--- src/rtl/if_fetch_queue_if.sv ---
// Fetch-queue bus bundle: imem request/ack, MEM redirect and the ID-side handshake.
// master = fetch queue, slave = its environment (imem + pipeline).
interface if_fetch_queue_if #(
   parameter int DEPTH = 4
) ();
   logic                     imem_req_o;
   logic [63:0]              imem_addr_o;
   logic                     imem_ack_i;
   logic [31:0]              imem_data_i;
   logic                     redirect_i;
   logic [63:0]              redirect_pc_i;
   logic                     id_ready_i;
   logic                     id_valid_o;
   logic [31:0]              id_instr_o;
   logic [63:0]              id_pc_o;
   logic [$clog2(DEPTH):0]   count_o;

   modport master (
      output imem_req_o, imem_addr_o, id_valid_o, id_instr_o, id_pc_o, count_o,
      input  imem_ack_i, imem_data_i, redirect_i, redirect_pc_i, id_ready_i
   );

   modport slave (
      input  imem_req_o, imem_addr_o, id_valid_o, id_instr_o, id_pc_o, count_o,
      output imem_ack_i, imem_data_i, redirect_i, redirect_pc_i, id_ready_i
   );
endinterface

--- src/rtl/if_fetch_queue.sv ---
// Instruction fetch front-end: one-outstanding imem fetch FSM feeding a PC/instr FIFO towards ID.
// Optional IFQ_BYPASS_EN: combinational imem->ID path when the queue is empty and ID is ready.
module if_fetch_queue #(
   parameter int          DEPTH     = 4,
   parameter logic [63:0] RESET_PC  = 64'h0,
   parameter logic [31:0] NOP_INSTR = 32'h0000_0013
) (
   input  logic             clk_i,
   input  logic             rst_i,
   if_fetch_queue_if.master bus
);
   localparam int AW = $clog2(DEPTH);
   localparam int CW = AW + 1;
   localparam logic [CW-1:0] DEPTH_C = CW'(DEPTH);

   typedef enum logic [1:0] {IDLE, REQ, DROP} state_e;

   state_e          state_q, state_d;
   logic            req_q, req_d;
   logic [63:0]     addr_q, addr_d;
   logic [63:0]     fetch_pc_q, fetch_pc_d;
   logic [CW-1:0]   count_q, count_d;
   logic [AW-1:0]   rd_ptr_q, rd_ptr_d;
   logic [AW-1:0]   wr_ptr_q, wr_ptr_d;
   logic [63:0]     pc_mem_q    [DEPTH];
   logic [31:0]     instr_mem_q [DEPTH];

   logic            ack, pop, push, byp;
   logic [63:0]     redir_pc;
   logic [CW-1:0]   count_after;

   // An ack outside an active request is ignored rather than trusted.
   assign ack      = bus.imem_ack_i & req_q;
   assign pop      = (count_q != '0) & bus.id_ready_i;
   assign redir_pc = bus.redirect_pc_i & ~64'h3;

`ifdef IFQ_BYPASS_EN
   assign byp = ack & (state_q == REQ) & (count_q == '0) & bus.id_ready_i & ~bus.redirect_i;
`else
   assign byp = 1'b0;
`endif

   assign push        = ack & (state_q == REQ) & ~bus.redirect_i & ~byp;
   assign count_after = count_q + CW'(push) - CW'(pop);

   always_comb begin
      state_d    = state_q;
      addr_d     = addr_q;
      fetch_pc_d = fetch_pc_q;
      count_d    = count_after;
      rd_ptr_d   = rd_ptr_q + AW'(pop);
      wr_ptr_d   = wr_ptr_q + AW'(push);

      unique case (state_q)
         IDLE: begin
            // Space freed by this cycle's pop is enough to reserve the next slot.
            if (count_q < DEPTH_C || pop) begin
               state_d = REQ;
               addr_d  = fetch_pc_q;
            end
         end
         REQ: begin
            if (ack) begin
               fetch_pc_d = fetch_pc_q + 64'd4;
               if (count_after < DEPTH_C) begin
                  addr_d = fetch_pc_q + 64'd4;
               end else begin
                  state_d = IDLE;
               end
            end
         end
         DROP: begin
            if (ack) begin
               state_d = REQ;
               addr_d  = fetch_pc_q;
            end
         end
         default: state_d = IDLE;
      endcase

      if (bus.redirect_i) begin
         fetch_pc_d = redir_pc;
         count_d    = '0;
         rd_ptr_d   = '0;
         wr_ptr_d   = '0;
         // An unanswered request must still be closed out before the new address goes out.
         if (req_q && !ack) begin
            state_d = DROP;
            addr_d  = addr_q;
         end else begin
            state_d = REQ;
            addr_d  = redir_pc;
         end
      end
   end

   assign req_d = (state_d != IDLE);

   always_ff @(posedge clk_i or negedge rst_i) begin
      if (!rst_i) begin
         state_q    <= IDLE;
         req_q      <= 1'b0;
         addr_q     <= '0;
         fetch_pc_q <= RESET_PC;
         count_q    <= '0;
         rd_ptr_q   <= '0;
         wr_ptr_q   <= '0;
      end else begin
         state_q    <= state_d;
         req_q      <= req_d;
         addr_q     <= addr_d;
         fetch_pc_q <= fetch_pc_d;
         count_q    <= count_d;
         rd_ptr_q   <= rd_ptr_d;
         wr_ptr_q   <= wr_ptr_d;
      end
   end

   always_ff @(posedge clk_i) begin
      if (push) begin
         pc_mem_q[wr_ptr_q]    <= fetch_pc_q;
         instr_mem_q[wr_ptr_q] <= bus.imem_data_i;
      end
   end

   always_comb begin
      bus.id_valid_o = (count_q != '0);
      bus.id_instr_o = NOP_INSTR;
      bus.id_pc_o    = '0;
      if (count_q != '0) begin
         bus.id_instr_o = instr_mem_q[rd_ptr_q];
         bus.id_pc_o    = pc_mem_q[rd_ptr_q];
      end
`ifdef IFQ_BYPASS_EN
      if (byp) begin
         bus.id_valid_o = 1'b1;
         bus.id_instr_o = bus.imem_data_i;
         bus.id_pc_o    = addr_q;
      end
`endif
   end

   assign bus.imem_req_o  = req_q;
   assign bus.imem_addr_o = addr_q;
   assign bus.count_o     = count_q;

   a_ack_in_req: assert property (@(posedge clk_i) disable iff (!rst_i)
      bus.imem_ack_i |-> req_q);
   a_no_overflow: assert property (@(posedge clk_i) disable iff (!rst_i)
      push |-> (count_q < DEPTH_C));
endmodule

--- src/flat_wrapper.sv ---
// flat-port wrapper written by rule: the top's interface ports become plain ports
module if_fetch_queue_flat 
#(
   parameter int          DEPTH     = 4,
   parameter logic [63:0] RESET_PC  = 64'h0,
   parameter logic [31:0] NOP_INSTR = 32'h0000_0013
)
  (clk_i, rst_i, bus_imem_req_o, bus_imem_addr_o, bus_id_valid_o, bus_id_instr_o, bus_id_pc_o, bus_count_o, bus_imem_ack_i, bus_imem_data_i, bus_redirect_i, bus_redirect_pc_i, bus_id_ready_i);
  if_fetch_queue_if #(.DEPTH(DEPTH)) bus_i ();
  input  logic clk_i;
  input  logic rst_i;
  output wire logic [$bits(bus_i.imem_req_o)-1:0] bus_imem_req_o;
  output wire logic [$bits(bus_i.imem_addr_o)-1:0] bus_imem_addr_o;
  output wire logic [$bits(bus_i.id_valid_o)-1:0] bus_id_valid_o;
  output wire logic [$bits(bus_i.id_instr_o)-1:0] bus_id_instr_o;
  output wire logic [$bits(bus_i.id_pc_o)-1:0] bus_id_pc_o;
  output wire logic [$bits(bus_i.count_o)-1:0] bus_count_o;
  input wire logic [$bits(bus_i.imem_ack_i)-1:0] bus_imem_ack_i;
  input wire logic [$bits(bus_i.imem_data_i)-1:0] bus_imem_data_i;
  input wire logic [$bits(bus_i.redirect_i)-1:0] bus_redirect_i;
  input wire logic [$bits(bus_i.redirect_pc_i)-1:0] bus_redirect_pc_i;
  input wire logic [$bits(bus_i.id_ready_i)-1:0] bus_id_ready_i;
  assign bus_imem_req_o = bus_i.imem_req_o;
  assign bus_imem_addr_o = bus_i.imem_addr_o;
  assign bus_id_valid_o = bus_i.id_valid_o;
  assign bus_id_instr_o = bus_i.id_instr_o;
  assign bus_id_pc_o = bus_i.id_pc_o;
  assign bus_count_o = bus_i.count_o;
  assign bus_i.imem_ack_i = bus_imem_ack_i;
  assign bus_i.imem_data_i = bus_imem_data_i;
  assign bus_i.redirect_i = bus_redirect_i;
  assign bus_i.redirect_pc_i = bus_redirect_pc_i;
  assign bus_i.id_ready_i = bus_id_ready_i;
  if_fetch_queue #(.DEPTH(DEPTH), .RESET_PC(RESET_PC), .NOP_INSTR(NOP_INSTR)) u_core (.clk_i(clk_i), .rst_i(rst_i), .bus(bus_i));
endmodule
--- config.mk ---
export PLATFORM = sky130hd
export DESIGN_NAME = if_fetch_queue_flat
export DESIGN_NICKNAME = d
export VERILOG_FILES = /design/src/rtl/if_fetch_queue_if.sv /design/src/rtl/if_fetch_queue.sv /design/src/flat_wrapper.sv
export SDC_FILE = /design/constraint.sdc
export NUM_CORES = 1
export LEC_CHECK = 0
export ABC_AREA = 1
export BUFFER_PORTS_ARGS = -buffer_cell sky130_fd_sc_hd__buf_4
export CAP_MARGIN = 20
export CORE_MARGIN = 4
export CORE_UTILIZATION = 63
export CTS_CLUSTER_SIZE = 10
export DETAILED_ROUTE_END_ITERATION = 10
export PLACE_DENSITY = 0.85
export SLEW_MARGIN = 20
export SYNTH_ARGS = -nofsm -noshare
export SYNTH_HDL_FRONTEND = slang
export SYNTH_SLANG_ARGS = --single-unit
export TNS_END_PERCENT = 50
--- constraint.sdc ---
create_clock -name clk_i -period 24 [get_ports clk_i]
set_input_delay 4.8 -clock clk_i [delete_from_list [all_inputs] [get_ports clk_i]]
set_output_delay 4.8 -clock clk_i [all_outputs]
set_load 0.05 [all_outputs]
==> results by group, run 1 <==
Clocking
  – CTS sink count: 511
  – Cts bufs inserted: 57
  – Worst-path clk slew: 0.05 ns
  – CTS tree: built
  – Worst-Skew Late Latency: 0.60 ns
  – H-tree Lvls: 2
  – Clock buffer depth: 3
  – Root buffer cell: clkbuf_16
  – Hold_buf cts: 0
  – Setup Buffers After CTS: 0
  – Post_cts resized: 0

Place
  – Port Buffer Count: 261
  – Hpwl dp: 40,800 µm
  – Placer congestion estimate: 0.958

Run
  – Max-cap violations: 0

Timing
  – Max-slew violations: 0
  – Worst-margin pin slew: 1.10 ns
  – Tcrit/Tclk final: 0.365
  – F_max: 0.114 GHz
  – Hold WS: 0.488 ns
  – Slew Limit Headroom: 0.264
  – Final setup fails: 0
  – Final Hold Vio Count: 0
  – Final setup TNS: 0 ns
  – Unrepaired setup endpoints after global routing: false
  – Fin Clk Skew: 0.0321 ns
  – Final Critical Period: 8.77 ns

Power
  – Clock power share: 0.206
  – Int Pwr: 0.00197 W
  – Power Density: 134 nW/µm²
  – Leakage: 11.4 nW
  – Sw frac: 0.462
  – Logic pwr share: 0.443
  – Seq pwr share: 0.351
  – P_sw: 0.00169 W
  – Maximum vdd drop: 0.000102 V

Yosys
  – Cell taking the most area after synthesis: edfxtp_1
  – Largest family of logic cells by synthesized area: simple AND/OR/NAND/NOR gates
  – Adder-cell area share of the yosys netlist: 0.00297
  – #FFs+latches synth: 511
  – Post-synth EDFFs: 376
  – Most frequent cell after synthesis: nor2_1
  – Ys async rst share: 0.264
  – Simple-Gate Fraction of Synth Area: 0.191
  – Share of Yosys cell area claimed by the top area cell type: 0.478
  – Ys flop type: edfxtp_1
  – YS warnings: 0
  – Most frequent cells after synthesis: nor2_1 (564), nand2_1 (474), edfxtp_1 (376)
  – Cell variety after synth: 42
  – Synth Cell Area: 23,600 µm²
  – Synth Area in Compound Gates: 0.118
  – Proportion of synthesized area in mux cells: 0
  – Synth area leaders: edfxtp_1 (48%), dfrtp_1 (14%), nor2_1 (9.0%)
  – Seq/Total Area, Yosys: 0.621
  – Syn Inst Count: 2,515
  – Post-Syn Area per Cell: 9.39 µm²
  – XOR/XNOR share of the synthesized area: 0.0119

Worst hold path
  – Worst hold path class: reg2reg

Routing
  – Drt first pass iters: 6
  – Wirelength per Cell: 20.3 µm
  – Iter 0 DRT Violations: 2,210
  – # DRC: 0
  – Detailed-route via count: 18,936
  – DR vias/cell: 5.89
  – DRT Wirelength: 65,200 µm
  – Final ANT Viol Nets: 0

Global route
  – GR Util All Layers: 0.314
  – Vias in the first global route: 18,319
  – Initial antenna violation count: 0
  – Congestion Overflow GR: 0
  – Largest net degree at the start of global routing: 109
  – First-pass GRT wire length: 101,000 µm

Final layout
  – Number of diodes: 0
  – FILL cells: 2,512
  – Layout cells sized above 1: 0.142
  – Util after Layout: 0.743
  – Register area: 14,700 µm²
  – Area growth syn-to-layout: 15.8%
  – Nets@finish: 2,834
  – Multi-input logic area: 7680 µm²

Worst setup path
  – WP data required: 19.20 ns
  – Most used cell, CP: buf_4
  – Critical path class: reg2out
  – Crit-path max cell delay: 0.87 ns
  – CP startpoint kind: register
  – Critical path cell sequence: inv_4, buf_4, o21ai_0, a21oi_1, buf_4
  – CP Capture Type: output port
  – CP arrival: 3.97 ns
  – CP max stage cell: buf_4
  – Max FO, Critical Path: 108

Die
  – Die Ht: 202 µm
  – Ports: 266
  – Starting Density: 0.642
  – Rows: 70
  – Die Wd: 202 µm
  – Die area: 40,700 µm²
  – Core ar.: 36,800 µm²

Run status
  – Status: finished clean
area by class of cell:
cell class              instances  area share
flip-flops and latches        511       0.537
clock inverters                 4     0.00151
repair buffers                281      0.0773
well taps                     468      0.0214
clock buffers                  75      0.0550
inverters                     198      0.0273
multi-input cells            1679       0.281
metrics by stage:
stage	setup WS, ns	area, µm²	instances	power (W)
after floorplan	11.42	23600	2516	0.00239
after global placement	15.85	25800	3137	0.00287
after detailed placement	15.83	25800	3137	0.00291
after CTS	15.22	27300	3216	0.00366
after global routing	15.00	27300	3216	0.00384
final	15.23	27300	3216	0.00367
per-layer routing:
layer | wire length, µm | up-vias | global-route usage
li1 | - | 8770 | -
met3 | 6640 | 144 | 0.0548
met4 | 2380 | 0 | 0.113
met2 | 30000 | 1047 | 0.488
met5 | 0 | - | 0
met1 | 26200 | 8975 | 0.453
cell usage in the layout, fill, tap and decap left out, drive strengths merged:
master    n
nor2    574
nand2   486
edfxtp  376
buf     281
o21ai   256
inv     200
a21oi   154
dfrtp   135
clkbuf   75
nand3    57
a21boi   38
xor2     30
o211ai   26
o221ai   12
nand4    11
a31oi     7
nor3      5
ha        4
o311ai    3
o22ai     3
o21bai    2
or2       2
xnor2     2
a31o      2
a22oi     2
conb      2
clkinv    2
fa        1
power groups by stage:
stage	clock network, W	logic (W)	registers [W]
after global placement	0	0.00158	0.00128
final	0.000755	0.00162	0.00129
after CTS	0.000761	0.00162	0.00128
after global routing	0.000798	0.00174	0.00130
after floorplan	0	0.000980	0.00141
after detailed placement	0	0.00162	0.00129
worst max-delay path, delay by kind of cell (launching register included):
family | cells | cell delay [ns]
AOI/OAI and AO/OA | 2 | 0.59
DFF | 1 | 0.84
buffers and inverters | 3 | 1.87
cell families after synthesis:
| family | Yosys count |
|---|---|
| AO/OA/AOI/OAI | 505 |
| buffers and inverters | 326 |
| adder cells (fa/ha/maj) | 5 |
| AND/OR/NAND/NOR | 1135 |
| XOR/XNOR | 32 |
| flip-flops | 511 |
| other | 1 |
state kept, by name (all words and copies together), names as in the netlist:
name	cells
u_core.pc_mem_q	248
u_core.instr_mem_q	128
u_core.bus.imem_addr_o	63
u_core.fetch_pc_q	62
u_core.bus.count_o	3
u_core.rd_ptr_q	2
u_core.state_q	2
u_core.wr_ptr_q	2
u_core.bus.imem_req_o	1
worst paths after layout:
kind                                                 from                          to  slack (ns)  cells after the start
max in group asynchronous                           rst_i          u_core.rd_ptr_q[0]       18.40                      2
worst min register to register  u_core.bus.imem_addr_o[3]   u_core.bus.imem_addr_o[3]        0.49                      2
worst max-delay path                   u_core.rd_ptr_q[0]             bus_id_pc_o[37]       15.23                      5
worst min-delay path            u_core.bus.imem_addr_o[3]   u_core.bus.imem_addr_o[3]        0.49                      2
worst max register to register          u_core.state_q[1]    u_core.instr_mem_q[0][4]       19.35                     10
min in group asynchronous                           rst_i  u_core.bus.imem_addr_o[44]        4.27                      1
Power figures use the tool's default switching activity.
==> run 2: changes to the inputs <==
--- a/config.mk
+++ b/config.mk
@@ -9,10 +9,10 @@
 export BUFFER_PORTS_ARGS = -buffer_cell sky130_fd_sc_hd__buf_4
 export CAP_MARGIN = 20
 export CORE_MARGIN = 4
-export CORE_UTILIZATION = 63
+export CORE_UTILIZATION = 53
 export CTS_CLUSTER_SIZE = 10
 export DETAILED_ROUTE_END_ITERATION = 10
-export PLACE_DENSITY = 0.85
+export PLACE_DENSITY = 0.76
 export SLEW_MARGIN = 20
 export SYNTH_ARGS = -nofsm -noshare
 export SYNTH_HDL_FRONTEND = slang
==> constraint.sdc (replaced) <==
create_clock -name clk_i -period 7.4 [get_ports clk_i]
set_input_delay 1.48 -clock clk_i [delete_from_list [all_inputs] [get_ports clk_i]]
set_output_delay 1.48 -clock clk_i [all_outputs]
set_load 0.05 [all_outputs]
==> run 2 against run 1 <==
Effect of this change: wire length down 0.37%; combinational power grew to 3.3 times the previous value; die area is 18% higher; clock power rose to 3.2 times the previous value; sequential power rose to 3.2 times the previous value; final cell count is 3.8% higher; non-clock buffer count down 1; sequential share of layout area fell by 0.37 points; setup slack got worse by 13 ns; register-to-register slack worse by 16 ns; global-route usage shrank 4.7 points; count of clock-buffer cells in the layout is 1 higher; critical endpoint is now bus_id_pc_o[41]; largest cell class unchanged.
==> results by group, run 2 (synthesis gave the netlist of run 1 again) <==
Power
  – Power Density: 431 nW/µm²
  – Sw frac: 0.460
  – Logic pwr share: 0.445
  – Seq pwr share: 0.349
  – Maximum vdd drop: 0.000348 V
  – Leakage: 11.4 nW
  – Clock power share: 0.206
  – P_sw: 0.00545 W
  – Int Pwr: 0.00641 W

Global route
  – GR Util All Layers: 0.266
  – Vias in the first global route: 18,218
  – Congestion Overflow GR: 0
  – Initial antenna violation count: 2
  – First-pass GRT wire length: 99,300 µm
  – Largest net degree at the start of global routing: 126

Clocking
  – Cts bufs inserted: 57
  – Hold_buf cts: 0
  – CTS tree: built
  – H-tree Lvls: 2
  – Post_cts resized: 0
  – CTS sink count: 511
  – Setup Buffers After CTS: 0
  – Root buffer cell: clkbuf_16
  – Worst-path clk slew: 0.06 ns
  – Clock buffer depth: 3
  – Worst-Skew Late Latency: 0.60 ns

Place
  – Placed Instances: 3,260
  – Hpwl dp: 41,200 µm
  – DP Worst Slack: 2.57 ns
  – Port Buffer Count: 261
  – Placer congestion estimate: 0.936

Die
  – Ports: 266
  – Rows: 77
  – Die area: 48,000 µm²
  – Starting Density: 0.535
  – Die Wd: 219 µm
  – Core ar.: 44,100 µm²
  – Die Ht: 219 µm

Worst hold path
  – Hold Path End: u_core.bus.imem_addr_o[37]
  – Worst hold path class: reg2reg
  – Critical hold path startpoint: u_core.bus.imem_addr_o[37]
  – Hold path depth: 2

Timing
  – F_max: 0.203 GHz
  – Final setup fails: 0
  – Fin Clk Skew: 0.0223 ns
  – Unrepaired setup endpoints after global routing: false
  – Tcrit/Tclk final: 0.666
  – Max-slew violations: 0
  – Worst-margin pin slew: 0.973 ns
  – Setup ws final: 2.47 ns
  – Final Hold Vio Count: 0
  – Final Critical Period: 4.93 ns
  – Slew Limit Headroom: 0.350

Run status
  – Status: finished clean

Routing
  – Iter 0 DRT Violations: 1,838
  – DRT Wirelength: 65,000 µm
  – Detailed-route via count: 18,669
  – Final ANT Viol Nets: 0
  – Wirelength per Cell: 19.5 µm
  – DR vias/cell: 5.59
  – # DRC: 0
  – Drt first pass iters: 7

Final layout
  – Nets@finish: 2,833
  – Commonest non-fill, non-tap cell in the layout: nor2_1
  – Non-Filler Instances: 3,338
  – Max FFs per register: 248
  – Most frequent cells in the layout: nor2_1 (564), nand2_1 (474), edfxtp_1 (376), buf_4 (276), o21ai_0 (242)
  – Number of diodes: 0
  – Layout cells sized above 1: 0.141
  – FILL cells: 3,551
  – Area growth syn-to-layout: 16.6%
  – Largest Register: u_core.pc_mem_q

Worst setup path
  – Max FO, Critical Path: 48
  – WP buf/inv: 4
  – Reg2Reg Depth: 15
  – CP startpoint kind: register
  – Most used cell, CP: buf_4
  – Critical path cell sequence: inv_1, nand3_2, inv_2, buf_4, a21oi_1, buf_4
  – R2r endpoint: u_core.bus.imem_addr_o[53]
  – Critical path class: reg2out
  – Crit-path max cell delay: 0.84 ns
  – WP data required: 5.92 ns
  – CP Capture Type: output port
  – Reg-to-reg startpoint: u_core.bus.count_o[1]
  – CP max stage cell: inv_2
  – CP top delay family: buffers and inverters
  – CP arrival: 3.45 ns
  – Reg2Reg Setup Slack: 3.50 ns

Run
  – Max-cap violations: 0
run 2: worst max-delay path by stage:
stage / endpoint / from / depth (start not counted) / slack (ns)
global route: bus_id_instr_o[0] / u_core.rd_ptr_q[0] / 5 / 2.25
CTS: bus_id_instr_o[0] / u_core.rd_ptr_q[0] / 5 / 2.41
floorplan: u_core.instr_mem_q[0][0] / bus_redirect_i / 5 / -1.86
finish: bus_id_pc_o[41] / u_core.bus.count_o[2] / 6 / 2.47
global placement: u_core.instr_mem_q[2][29] / bus_redirect_i / 6 / 2.63
detailed placement: u_core.instr_mem_q[2][1] / bus_redirect_i / 6 / 2.57
run 2: cell type report:
| type | instances | area (µm²) | area share |
|---|---|---|---|
| sequential | 511 | 14700 | 0.533 |
| clock inverter | 2 | 20.0 | 0.000727 |
| multi-input combinational | 1679 | 7680 | 0.279 |
| tap | 592 | 741 | 0.0269 |
| timing repair buffer | 280 | 2140 | 0.0778 |
| clock buffer | 76 | 1530 | 0.0555 |
| inverter | 198 | 748 | 0.0272 |
run 2: power groups by stage:
stage          clock network, W  logic, W  registers, W
2_1_floorplan                 0   0.00318       0.00456
3_3_place_gp                  0   0.00518       0.00415
3_5_place_dp                  0   0.00527       0.00416
4_1_cts                 0.00249   0.00530       0.00412
5_1_grt                 0.00260   0.00567       0.00419
6_report                0.00244   0.00528       0.00414
run 2: metal layers:
metal,global-route usage,vias to the layer above,part of all wire
li1,-,8764,-
met1,0.355,8873,0.40
met2,0.434,883,0.47
met3,0.0487,147,0.094
met4,0.110,2,0.039
met5,0,-,0.00020
run 2: metrics by stage:
stage / area, µm² / utilization / setup TNS, ns / total power (W) / hold WS, ns
5_1_grt: 27500 / 0.624 / 0 / 0.0125 / 0.526
3_3_place_gp: 26000 / 0.589 / 0 / 0.00933 / 0.473
2_1_floorplan: 23600 / - / -699.01 / 0.00774 / 0.493
6_report: 27500 / 0.624 / 0 / 0.0119 / 0.487
3_5_place_dp: 26000 / 0.589 / 0 / 0.00944 / 0.466
4_1_cts: 27500 / 0.624 / 0 / 0.0119 / 0.484
run 2: tightest hold or removal path: stages, from the launching register on:
cell,delay (ns)
dfrtp_1,0.34
nand2_1,0.05
nand2_1,0.06
